File: config.mk
export PLATFORM = sky130hd
export DESIGN_NAME = dual_commit_unit_flat
export DESIGN_NICKNAME = d
export VERILOG_FILES = /design/src/rtl/dual_commit_unit_if.sv /design/src/rtl/dual_commit_unit.sv /design/src/flat_wrapper.sv
export SDC_FILE = /design/constraint.sdc
export NUM_CORES = 1
export LEC_CHECK = 0
export BUFFER_PORTS_ARGS = -buffer_cell sky130_fd_sc_hd__buf_2
export CORE_MARGIN = 2
export CORE_UTILIZATION = 64
export CTS_CLUSTER_DIAMETER = 60
export DETAILED_ROUTE_END_ITERATION = 7
export PLACE_DENSITY_LB_ADDON = 0.05
export SYNTH_ARGS = -nofsm -noshare
export SYNTH_HDL_FRONTEND = slang
export SYNTH_SLANG_ARGS = --single-unit
File: constraint.sdc
create_clock -name clk -period 9.5 [get_ports clk]
set_input_delay 0.95 -clock clk [delete_from_list [all_inputs] [get_ports clk]]
set_output_delay 0.95 -clock clk [all_outputs]
set_load 0.01 [all_outputs]
File: src/rtl/dual_commit_unit_if.sv
// Handshake bundle between issue stage, Branch/Memory pipes and the dual commit unit.
// slave modport is the commit unit; master modport is whatever drives it (issue/pipes/bench).
// All signals are plain wires; no storage lives here.
interface dual_commit_unit_if #(
  parameter int WIDTH    = 32,
  parameter int DEPTH    = 4,
  parameter int REG_ADDR = 5
);
  localparam int OCC_W = $clog2(DEPTH) + 1;

  logic                          flush;
  logic                          issue_valid;
  logic                          issue_ready;
  logic                          issue_br_valid;
  logic                          issue_mem_valid;
  logic [1:0]                    issue_priority;
  logic                          br_res_valid;
  logic                          br_res_ready;
  logic                          br_res_we;
  logic [REG_ADDR-1:0]           br_res_rd;
  logic [WIDTH-1:0]              br_res_data;
  logic                          mem_res_valid;
  logic                          mem_res_ready;
  logic                          mem_res_we;
  logic [REG_ADDR-1:0]           mem_res_rd;
  logic [WIDTH-1:0]              mem_res_data;
  logic [1:0]                    rf_we;
  logic [1:0][REG_ADDR-1:0]      rf_waddr;
  logic [1:0][WIDTH-1:0]         rf_wdata;
  logic [1:0]                    retire_count;
  logic [OCC_W-1:0]              occupancy;
  logic [31:0]                   retired_total;

  modport slave (
    input  flush, issue_valid, issue_br_valid, issue_mem_valid, issue_priority,
    input  br_res_valid, br_res_we, br_res_rd, br_res_data,
    input  mem_res_valid, mem_res_we, mem_res_rd, mem_res_data,
    output issue_ready, br_res_ready, mem_res_ready,
    output rf_we, rf_waddr, rf_wdata, retire_count, occupancy, retired_total
  );

  modport master (
    output flush, issue_valid, issue_br_valid, issue_mem_valid, issue_priority,
    output br_res_valid, br_res_we, br_res_rd, br_res_data,
    output mem_res_valid, mem_res_we, mem_res_rd, mem_res_data,
    input  issue_ready, br_res_ready, mem_res_ready,
    input  rf_we, rf_waddr, rf_wdata, retire_count, occupancy, retired_total
  );
endinterface

File: src/rtl/dual_commit_unit.sv
// In-order dual-slot commit: buffers Branch/Memory results per issue pair, retires whole pairs, younger wins on WAW.
// Latency: result captured at edge N retires on rf_* after edge N+1; one pair per cycle; optional COMMIT_PERF_CNT_EN counter.
// Backpressure: issue_ready drops when DEPTH pairs are buffered or during flush; res_ready only when an entry awaits that pipe.
module dual_commit_unit #(
  parameter int WIDTH    = 32,
  parameter int DEPTH    = 4,
  parameter int REG_ADDR = 5
) (
  input logic               clk,
  input logic               rst_n,
  dual_commit_unit_if.slave cu
);
  localparam int PTR_W = $clog2(DEPTH);
  localparam int OCC_W = PTR_W + 1;

  logic [PTR_W-1:0]    head_q, head_d, tail_q, tail_d;
  logic [OCC_W-1:0]    occ_q, occ_d;
  logic [DEPTH-1:0]    exp_br_q, exp_mem_q, br_old_q, br_fill_q, mem_fill_q, br_we_q, mem_we_q;
  logic [REG_ADDR-1:0] br_rd_q  [DEPTH];
  logic [REG_ADDR-1:0] mem_rd_q [DEPTH];
  logic [WIDTH-1:0]    br_dat_q [DEPTH];
  logic [WIDTH-1:0]    mem_dat_q[DEPTH];

  logic [1:0]               rf_we_q, rf_we_d;
  logic [1:0][REG_ADDR-1:0] rf_waddr_q;
  logic [1:0][WIDTH-1:0]    rf_wdata_q;
  logic [1:0]               cnt_q;

  logic             br_hit, mem_hit, head_done, push, pop, br_acc, mem_acc;
  logic [PTR_W-1:0] br_sel, mem_sel, scan_idx;
  logic             o_real, o_we, y_real, y_we, o_wr, y_wr;
  logic [REG_ADDR-1:0] o_rd, y_rd;
  logic [WIDTH-1:0]    o_dat, y_dat;

  assign cu.issue_ready   = (occ_q < OCC_W'(DEPTH)) && !cu.flush;
  assign cu.br_res_ready  = br_hit && !cu.flush;
  assign cu.mem_res_ready = mem_hit && !cu.flush;
  assign br_acc  = cu.br_res_valid && cu.br_res_ready;
  assign mem_acc = cu.mem_res_valid && cu.mem_res_ready;
  // Empty descriptors are handshaken but occupy no slot.
  assign push = cu.issue_valid && cu.issue_ready && (cu.issue_br_valid || cu.issue_mem_valid);
  assign head_done = (occ_q != '0) && (!exp_br_q[head_q] || br_fill_q[head_q])
                                   && (!exp_mem_q[head_q] || mem_fill_q[head_q]);
  assign pop = head_done && !cu.flush;

  // Find the oldest buffered entry still waiting for each pipe (pipes return in order).
  always_comb begin
    br_hit   = 1'b0;
    mem_hit  = 1'b0;
    br_sel   = head_q;
    mem_sel  = head_q;
    scan_idx = head_q;
    for (int k = 0; k < DEPTH; k++) begin
      scan_idx = head_q + PTR_W'(k);
      if (OCC_W'(k) < occ_q) begin
        if (!br_hit && exp_br_q[scan_idx] && !br_fill_q[scan_idx]) begin
          br_hit = 1'b1;
          br_sel = scan_idx;
        end
        if (!mem_hit && exp_mem_q[scan_idx] && !mem_fill_q[scan_idx]) begin
          mem_hit = 1'b1;
          mem_sel = scan_idx;
        end
      end
    end
  end

  // Order the head pair's slots by age and apply rd!=0 and younger-wins WAW masking.
  always_comb begin
    o_real = exp_br_q[head_q];  o_we = br_we_q[head_q];  o_rd = br_rd_q[head_q];  o_dat = br_dat_q[head_q];
    y_real = exp_mem_q[head_q]; y_we = mem_we_q[head_q]; y_rd = mem_rd_q[head_q]; y_dat = mem_dat_q[head_q];
    if (!br_old_q[head_q]) begin
      o_real = exp_mem_q[head_q]; o_we = mem_we_q[head_q]; o_rd = mem_rd_q[head_q]; o_dat = mem_dat_q[head_q];
      y_real = exp_br_q[head_q];  y_we = br_we_q[head_q];  y_rd = br_rd_q[head_q];  y_dat = br_dat_q[head_q];
    end
    o_wr = o_real && o_we && (o_rd != '0);
    y_wr = y_real && y_we && (y_rd != '0);
    rf_we_d = {y_wr, o_wr && !(y_wr && (o_rd == y_rd))};
  end

  // Pointer and occupancy next state: flush empties, otherwise +push -pop.
  always_comb begin
    head_d = head_q;
    tail_d = tail_q;
    occ_d  = occ_q;
    if (cu.flush) begin
      head_d = '0;
      tail_d = '0;
      occ_d  = '0;
    end else begin
      if (push) tail_d = tail_q + PTR_W'(1);
      if (pop)  head_d = head_q + PTR_W'(1);
      occ_d = occ_q + OCC_W'(push) - OCC_W'(pop);
    end
  end

  // Pointer/occupancy registers.
  always_ff @(posedge clk or negedge rst_n) begin
    if (!rst_n) begin
      head_q <= '0;
      tail_q <= '0;
      occ_q  <= '0;
    end else begin
      head_q <= head_d;
      tail_q <= tail_d;
      occ_q  <= occ_d;
    end
  end

  // Entry storage: descriptor written at tail, results written into the selected waiting entry.
  always_ff @(posedge clk or negedge rst_n) begin
    if (!rst_n) begin
      exp_br_q <= '0; exp_mem_q <= '0; br_old_q <= '0;
      br_fill_q <= '0; mem_fill_q <= '0; br_we_q <= '0; mem_we_q <= '0;
      for (int i = 0; i < DEPTH; i++) begin
        br_rd_q[i]  <= '0; mem_rd_q[i]  <= '0;
        br_dat_q[i] <= '0; mem_dat_q[i] <= '0;
      end
    end else if (cu.flush) begin
      exp_br_q <= '0; exp_mem_q <= '0; br_fill_q <= '0; mem_fill_q <= '0;
    end else begin
      if (push) begin
        exp_br_q[tail_q]   <= cu.issue_br_valid;
        exp_mem_q[tail_q]  <= cu.issue_mem_valid;
        br_old_q[tail_q]   <= (cu.issue_priority != 2'b01);
        br_fill_q[tail_q]  <= 1'b0;
        mem_fill_q[tail_q] <= 1'b0;
      end
      if (br_acc) begin
        br_fill_q[br_sel] <= 1'b1;
        br_we_q[br_sel]   <= cu.br_res_we;
        br_rd_q[br_sel]   <= cu.br_res_rd;
        br_dat_q[br_sel]  <= cu.br_res_data;
      end
      if (mem_acc) begin
        mem_fill_q[mem_sel] <= 1'b1;
        mem_we_q[mem_sel]   <= cu.mem_res_we;
        mem_rd_q[mem_sel]   <= cu.mem_res_rd;
        mem_dat_q[mem_sel]  <= cu.mem_res_data;
      end
    end
  end

  // Retire port registers: enables/count are single-cycle pulses, address/data hold between retires.
  always_ff @(posedge clk or negedge rst_n) begin
    if (!rst_n) begin
      rf_we_q    <= '0;
      rf_waddr_q <= '0;
      rf_wdata_q <= '0;
      cnt_q      <= '0;
    end else if (pop) begin
      rf_we_q    <= rf_we_d;
      rf_waddr_q <= {y_rd, o_rd};
      rf_wdata_q <= {y_dat, o_dat};
      cnt_q      <= {1'b0, o_real} + {1'b0, y_real};
    end else begin
      rf_we_q <= '0;
      cnt_q   <= '0;
    end
  end

  assign cu.rf_we        = rf_we_q;
  assign cu.rf_waddr     = rf_waddr_q;
  assign cu.rf_wdata     = rf_wdata_q;
  assign cu.retire_count = cnt_q;
  assign cu.occupancy    = occ_q;

`ifdef COMMIT_PERF_CNT_EN
  logic [31:0] total_q;
  // Running count of retired instructions; survives flush, wraps naturally.
  always_ff @(posedge clk or negedge rst_n) begin
    if (!rst_n) total_q <= '0;
    else        total_q <= total_q + {30'd0, cnt_q};
  end
  assign cu.retired_total = total_q;
`else
  assign cu.retired_total = '0;
`endif
endmodule

File: src/flat_wrapper.sv
// flat-port wrapper written by rule: the top's interface ports become plain ports
module dual_commit_unit_flat 
#(
  parameter int WIDTH    = 32,
  parameter int DEPTH    = 4,
  parameter int REG_ADDR = 5
)
  (clk, rst_n, cu_flush, cu_issue_valid, cu_issue_br_valid, cu_issue_mem_valid, cu_issue_priority, cu_br_res_valid, cu_br_res_we, cu_br_res_rd, cu_br_res_data, cu_mem_res_valid, cu_mem_res_we, cu_mem_res_rd, cu_mem_res_data, cu_issue_ready, cu_br_res_ready, cu_mem_res_ready, cu_rf_we, cu_rf_waddr, cu_rf_wdata, cu_retire_count, cu_occupancy, cu_retired_total);
  dual_commit_unit_if #(.WIDTH(WIDTH), .DEPTH(DEPTH), .REG_ADDR(REG_ADDR)) cu_i ();
  input logic clk;
  input logic rst_n;
  input wire logic [$bits(cu_i.flush)-1:0] cu_flush;
  input wire logic [$bits(cu_i.issue_valid)-1:0] cu_issue_valid;
  input wire logic [$bits(cu_i.issue_br_valid)-1:0] cu_issue_br_valid;
  input wire logic [$bits(cu_i.issue_mem_valid)-1:0] cu_issue_mem_valid;
  input wire logic [$bits(cu_i.issue_priority)-1:0] cu_issue_priority;
  input wire logic [$bits(cu_i.br_res_valid)-1:0] cu_br_res_valid;
  input wire logic [$bits(cu_i.br_res_we)-1:0] cu_br_res_we;
  input wire logic [$bits(cu_i.br_res_rd)-1:0] cu_br_res_rd;
  input wire logic [$bits(cu_i.br_res_data)-1:0] cu_br_res_data;
  input wire logic [$bits(cu_i.mem_res_valid)-1:0] cu_mem_res_valid;
  input wire logic [$bits(cu_i.mem_res_we)-1:0] cu_mem_res_we;
  input wire logic [$bits(cu_i.mem_res_rd)-1:0] cu_mem_res_rd;
  input wire logic [$bits(cu_i.mem_res_data)-1:0] cu_mem_res_data;
  output wire logic [$bits(cu_i.issue_ready)-1:0] cu_issue_ready;
  output wire logic [$bits(cu_i.br_res_ready)-1:0] cu_br_res_ready;
  output wire logic [$bits(cu_i.mem_res_ready)-1:0] cu_mem_res_ready;
  output wire logic [$bits(cu_i.rf_we)-1:0] cu_rf_we;
  output wire logic [$bits(cu_i.rf_waddr)-1:0] cu_rf_waddr;
  output wire logic [$bits(cu_i.rf_wdata)-1:0] cu_rf_wdata;
  output wire logic [$bits(cu_i.retire_count)-1:0] cu_retire_count;
  output wire logic [$bits(cu_i.occupancy)-1:0] cu_occupancy;
  output wire logic [$bits(cu_i.retired_total)-1:0] cu_retired_total;
  assign cu_i.flush = cu_flush;
  assign cu_i.issue_valid = cu_issue_valid;
  assign cu_i.issue_br_valid = cu_issue_br_valid;
  assign cu_i.issue_mem_valid = cu_issue_mem_valid;
  assign cu_i.issue_priority = cu_issue_priority;
  assign cu_i.br_res_valid = cu_br_res_valid;
  assign cu_i.br_res_we = cu_br_res_we;
  assign cu_i.br_res_rd = cu_br_res_rd;
  assign cu_i.br_res_data = cu_br_res_data;
  assign cu_i.mem_res_valid = cu_mem_res_valid;
  assign cu_i.mem_res_we = cu_mem_res_we;
  assign cu_i.mem_res_rd = cu_mem_res_rd;
  assign cu_i.mem_res_data = cu_mem_res_data;
  assign cu_issue_ready = cu_i.issue_ready;
  assign cu_br_res_ready = cu_i.br_res_ready;
  assign cu_mem_res_ready = cu_i.mem_res_ready;
  assign cu_rf_we = cu_i.rf_we;
  assign cu_rf_waddr = cu_i.rf_waddr;
  assign cu_rf_wdata = cu_i.rf_wdata;
  assign cu_retire_count = cu_i.retire_count;
  assign cu_occupancy = cu_i.occupancy;
  assign cu_retired_total = cu_i.retired_total;
  dual_commit_unit #(.WIDTH(WIDTH), .DEPTH(DEPTH), .REG_ADDR(REG_ADDR)) u_core (.clk(clk), .rst_n(rst_n), .cu(cu_i));
endmodule
==> parameters.txt <==
Parameter                              Value

Status
  Run status    finished clean

Finish
  Count of filler cells inserted in the layout    between 1500 and 2000
  Total area of sequential cells    10200 sq um
  Multi-input gate area in the final layout    8260 sq um
  Layout Nets    1584
  Post-route non-filler standard cell count    1915
  Area added between synthesis and finish    13.0%
  Share of final-layout standard cells stronger than drive strength 1    0.412

Floorplanning
  Vert. Die Dim    177 um
  Die Footprint    31200 sq um
  Number of top-level pins    202
  Die span in x    177 um
  Floorplan row count    63
  Initial Util    0.646
  Area of the core region    just under 30000 sq um

GRT
  Total gr overflow    0
  Global-route wire length before repair    65600 um
  Number of global-route vias before repair    between 10000 and 15000
  Maximum number of pins on one net before global-route repair    170
  GRT Resource Usage Total    0.268
  Antenna violations before repair    9

Setup path
  CP max FO    41
  Crit path top cell by count    buf_4
  Type of the worst setup path    register to register
  Arrival @ worst endpoint    around 5.5 ns
  Crit path launch type    register
  CP required    9.92 ns
  Sequence of cells on the critical path    buf_4, buf_4, mux4_2, a32o_1, a2111oi_2, nand3_1, a21oi_4, buf_4, mux2_2
  Launch instance of the worst register-to-register path    u_core.head_q[0]
  Reg2Reg Depth    9
  Type of element capturing the critical path    register
  Register-to-register path setup slack    between 4 and 5 ns
  Crit Reg-Reg Endpoint    u_core.mem_dat_q[67]
  Critical path startpoint    u_core.head_q[0]
  Crit path largest cell delay    0.92 ns
  Cell with the largest stage delay on the worst path    dfrtp_4

Synthesis
  Proportion of synthesized area in mux cells    0.325
  Flip-flop and latch count after synthesis    a little over 400
  Post-synthesis compound-gate area fraction    0.0421
  Simple-Gate Fraction of Synth Area    0.0441
  Yosys warnings    0
  Dominant cell by count in the synthesized netlist    dfrtp_1
  Xor/xnor cell area share of the yosys netlist    0.00591
  Syn_area_per_cell    14.2 sq um
  Share of synthesized registers carrying an async set or reset    1.00
  Commonest cells in the netlist    409 x dfrtp_1, 253 x mux2_2, 92 x a21oi_1
  Number of distinct library cell variants in the gate-level netlist after synthesis    58
  Area share of the largest cell type after synthesis    0.537
  Main combinational cell family by area after synthesis    multiplexers
  Post-synthesis cell type with the largest combined area    dfrtp_1
  Count of flip-flops with a built-in enable after synthesis    0
  Adder-cell share of the synthesized area    0.00696
  Dominant cells by area after synthesis    dfrtp_1 54%, mux2_2 15%, mux4_2 10%, mux2i_1 4.0%, mux2_1 2.7%
  Fraction of the yosys area taken by sequential cells    0.537
  Post-synthesis cell area    between 15000 and 20000 sq um
  Main flop type after synthesis    dfrtp_1
  Synthesized netlist cell count    ~1300

Power
  Power Total    ~6.1 mW
  Pwr Density    roughly 280 nW/um^2
  Static power due to leakage    between 10 and 15 nW
  Worst vdd ir    approximately 0.17 mV

Clock network
  Post-CTS setup repair buffer count    0
  Sinks on the clock net    409
  PostCTS Resize Cnt    0
  Post-CTS Hold Fix Bufs    0
  Clock insertion delay at the later pin of the skew report    0.53 ns
  Inserted Clock Buffers    43
  Clock tree from TritonCTS    yes
  Number of H-tree levels    2
  Clock-pin slew of the registers on the worst-case setup and hold paths    0.06 ns
  Clock root cell    clkbuf_16
  Deepest clock path buffer count    3

STA
  Final cycle utilization of the critical path    0.538
  Hold Fails Final Rpt    0
  RSZ-0062 raised after global routing    false
  Setup Skew    roughly 0.014 ns
  Maximum clock rate    196 MHz
  Final Setup Violations    0
  Transition time of the tightest slew-check pin    1.07 ns
  Post-route setup TNS    0 ns
  Pins Over Slew Limit    0
  Relative slew slack    0.283
  Final worst setup slack    4.39 ns
  Post-route minimum period    roughly 5.1 ns

Hold path
  Tightest Hold Check Type    input pin to asynchronous set/reset pin

Routing
  Routed length per placed instance    between 20 and 25 um
  Total Wirelength    40500 um
  Count of TritonRoute iterations in the first routing pass    6
  Number of vias per cell after detailed routing    5.98
  Drt initial violations    between 700 and 800
  DRC violations left    0
  Post-DRT Antenna Nets    0
  Vias    11400

Place
  HPWL after detailed placement    26000 um
  Setup slack after placement    between 4 and 5 ns
  Port buffer count    169
  Number of instances in the placed design    1833
  Weighted congestion reported at the end of routability-driven placement    0.889

Flow run
  Max-cap check violation count    0
## final cells by class
class / instances / share of cell area
flip-flops and latches: 409 / 0.476
clock inverters: 20 / 0.0110
multi-input cells: 833 / 0.384
clock buffers: 58 / 0.0572
diodes: 4 / 0.000465
well taps: 390 / 0.0227
repair buffers: 188 / 0.0469
inverters: 13 / 0.00227
## how the worst max path moves through the flow
| stage | end | slack, ns | cells past startpoint |
|---|---|---|---|
| 3_5_place_dp | u_core.mem_dat_q[76] | 4.22 | 9 |
| 2_1_floorplan | u_core.cu.occupancy[1] | 6.11 | 13 |
| 3_3_place_gp | u_core.mem_dat_q[69] | 4.32 | 9 |
| 6_report | u_core.mem_dat_q[67] | 4.39 | 9 |
| 5_1_grt | u_core.mem_dat_q[76] | 3.94 | 9 |
| 4_1_cts | u_core.mem_dat_q[67] | 4.23 | 9 |
## critical path, delay by kind of cell, from the launching register on
| family | cells | cell delay [ns] |
|---|---|---|
| flops | 1 | 0.92 |
| mux | 2 | 0.81 |
| simple gates | 1 | 0.25 |
| compound gates | 3 | 1.19 |
| buf+inv | 3 | 1.74 |
## power breakdown
part / leakage [nW] / switching (mW) / internal (mW)
combinational: 4.22 / 0.966 / 0.919
sequential: 5.50 / 0.276 / 2.16
clock: 0.731 / 0.682 / 1.05
## layer usage
layer | part of all wire | GRT usage | wire, um
met1 | 0.43 | 0.373 | 17600
met2 | 0.49 | 0.443 | 19900
met3 | 0.049 | 0.0450 | 1970
met4 | 0.022 | 0.0727 | 884
met5 | 0.0016 | 0 | 66
## through the flow
stage | instance area, sq um | hold slack [ns] | util
after floorplan | 19200 | 0.445 | -
after global placement | 20100 | 0.459 | 0.680
after detailed placement | 20100 | 0.470 | 0.680
after CTS | 21500 | 0.470 | 0.730
after global routing | 21500 | 0.498 | 0.730
final | 21500 | 0.450 | 0.730
## registers in the layout, summed over array words and instances, names as in the netlist, 10 cells and up
signal / cells
u_core.br_dat_q: 128
u_core.br_rd_q: 20
u_core.cu.rf_waddr: 10
u_core.cu.rf_wdata: 64
u_core.mem_dat_q: 128
u_core.mem_rd_q: 20
## layout by cell type, fill, tap and decap left out, types with 3 or more instances in the layout
| cell type | Yosys | final |
|---|---|---|
| dfrtp_1 | 409 | 407 |
| mux2_2 | 253 | 253 |
| buf_2 | 37 | 168 |
| a21oi_1 | 92 | 88 |
| mux4_2 | 86 | 85 |
| nor2_1 | 81 | 81 |
| mux2i_1 | 76 | 76 |
| mux2_1 | 45 | 45 |
| clkbuf_16 | 0 | 43 |
| conb_1 | 1 | 32 |
| nand2_1 | 31 | 31 |
| buf_4 | 43 | 18 |
| nor2b_1 | 14 | 13 |
| nand3_1 | 13 | 13 |
| inv_1 | 12 | 12 |
| o21ai_0 | 12 | 12 |
| clkinv_2 | 0 | 11 |
| nand2b_1 | 10 | 10 |
| clkbuf_8 | 0 | 10 |
| mux2_4 | 9 | 9 |
| ha_1 | 9 | 9 |
| xnor2_1 | 7 | 7 |
| a21o_1 | 7 | 7 |
| nor3b_1 | 6 | 6 |
| and3b_1 | 5 | 5 |
| clkbuf_1 | 27 | 5 |
| bufinv_16 | 0 | 5 |
| diode_2 | 0 | 4 |
| a21oi_4 | 0 | 4 |
| xor2_1 | 4 | 4 |
| and2_1 | 3 | 3 |
| nor3_1 | 3 | 3 |
## logic make-up after synthesis
family                   after synthesis
AO/OA/AOI/OAI                        135
XOR/XNOR                              12
adder cells (fa/ha/maj)               10
buffers and inverters                129
flip-flops                           409
multiplexers                         469
other                                  1
AND/OR/NAND/NOR                      175
(Power assumes the default switching activity.)
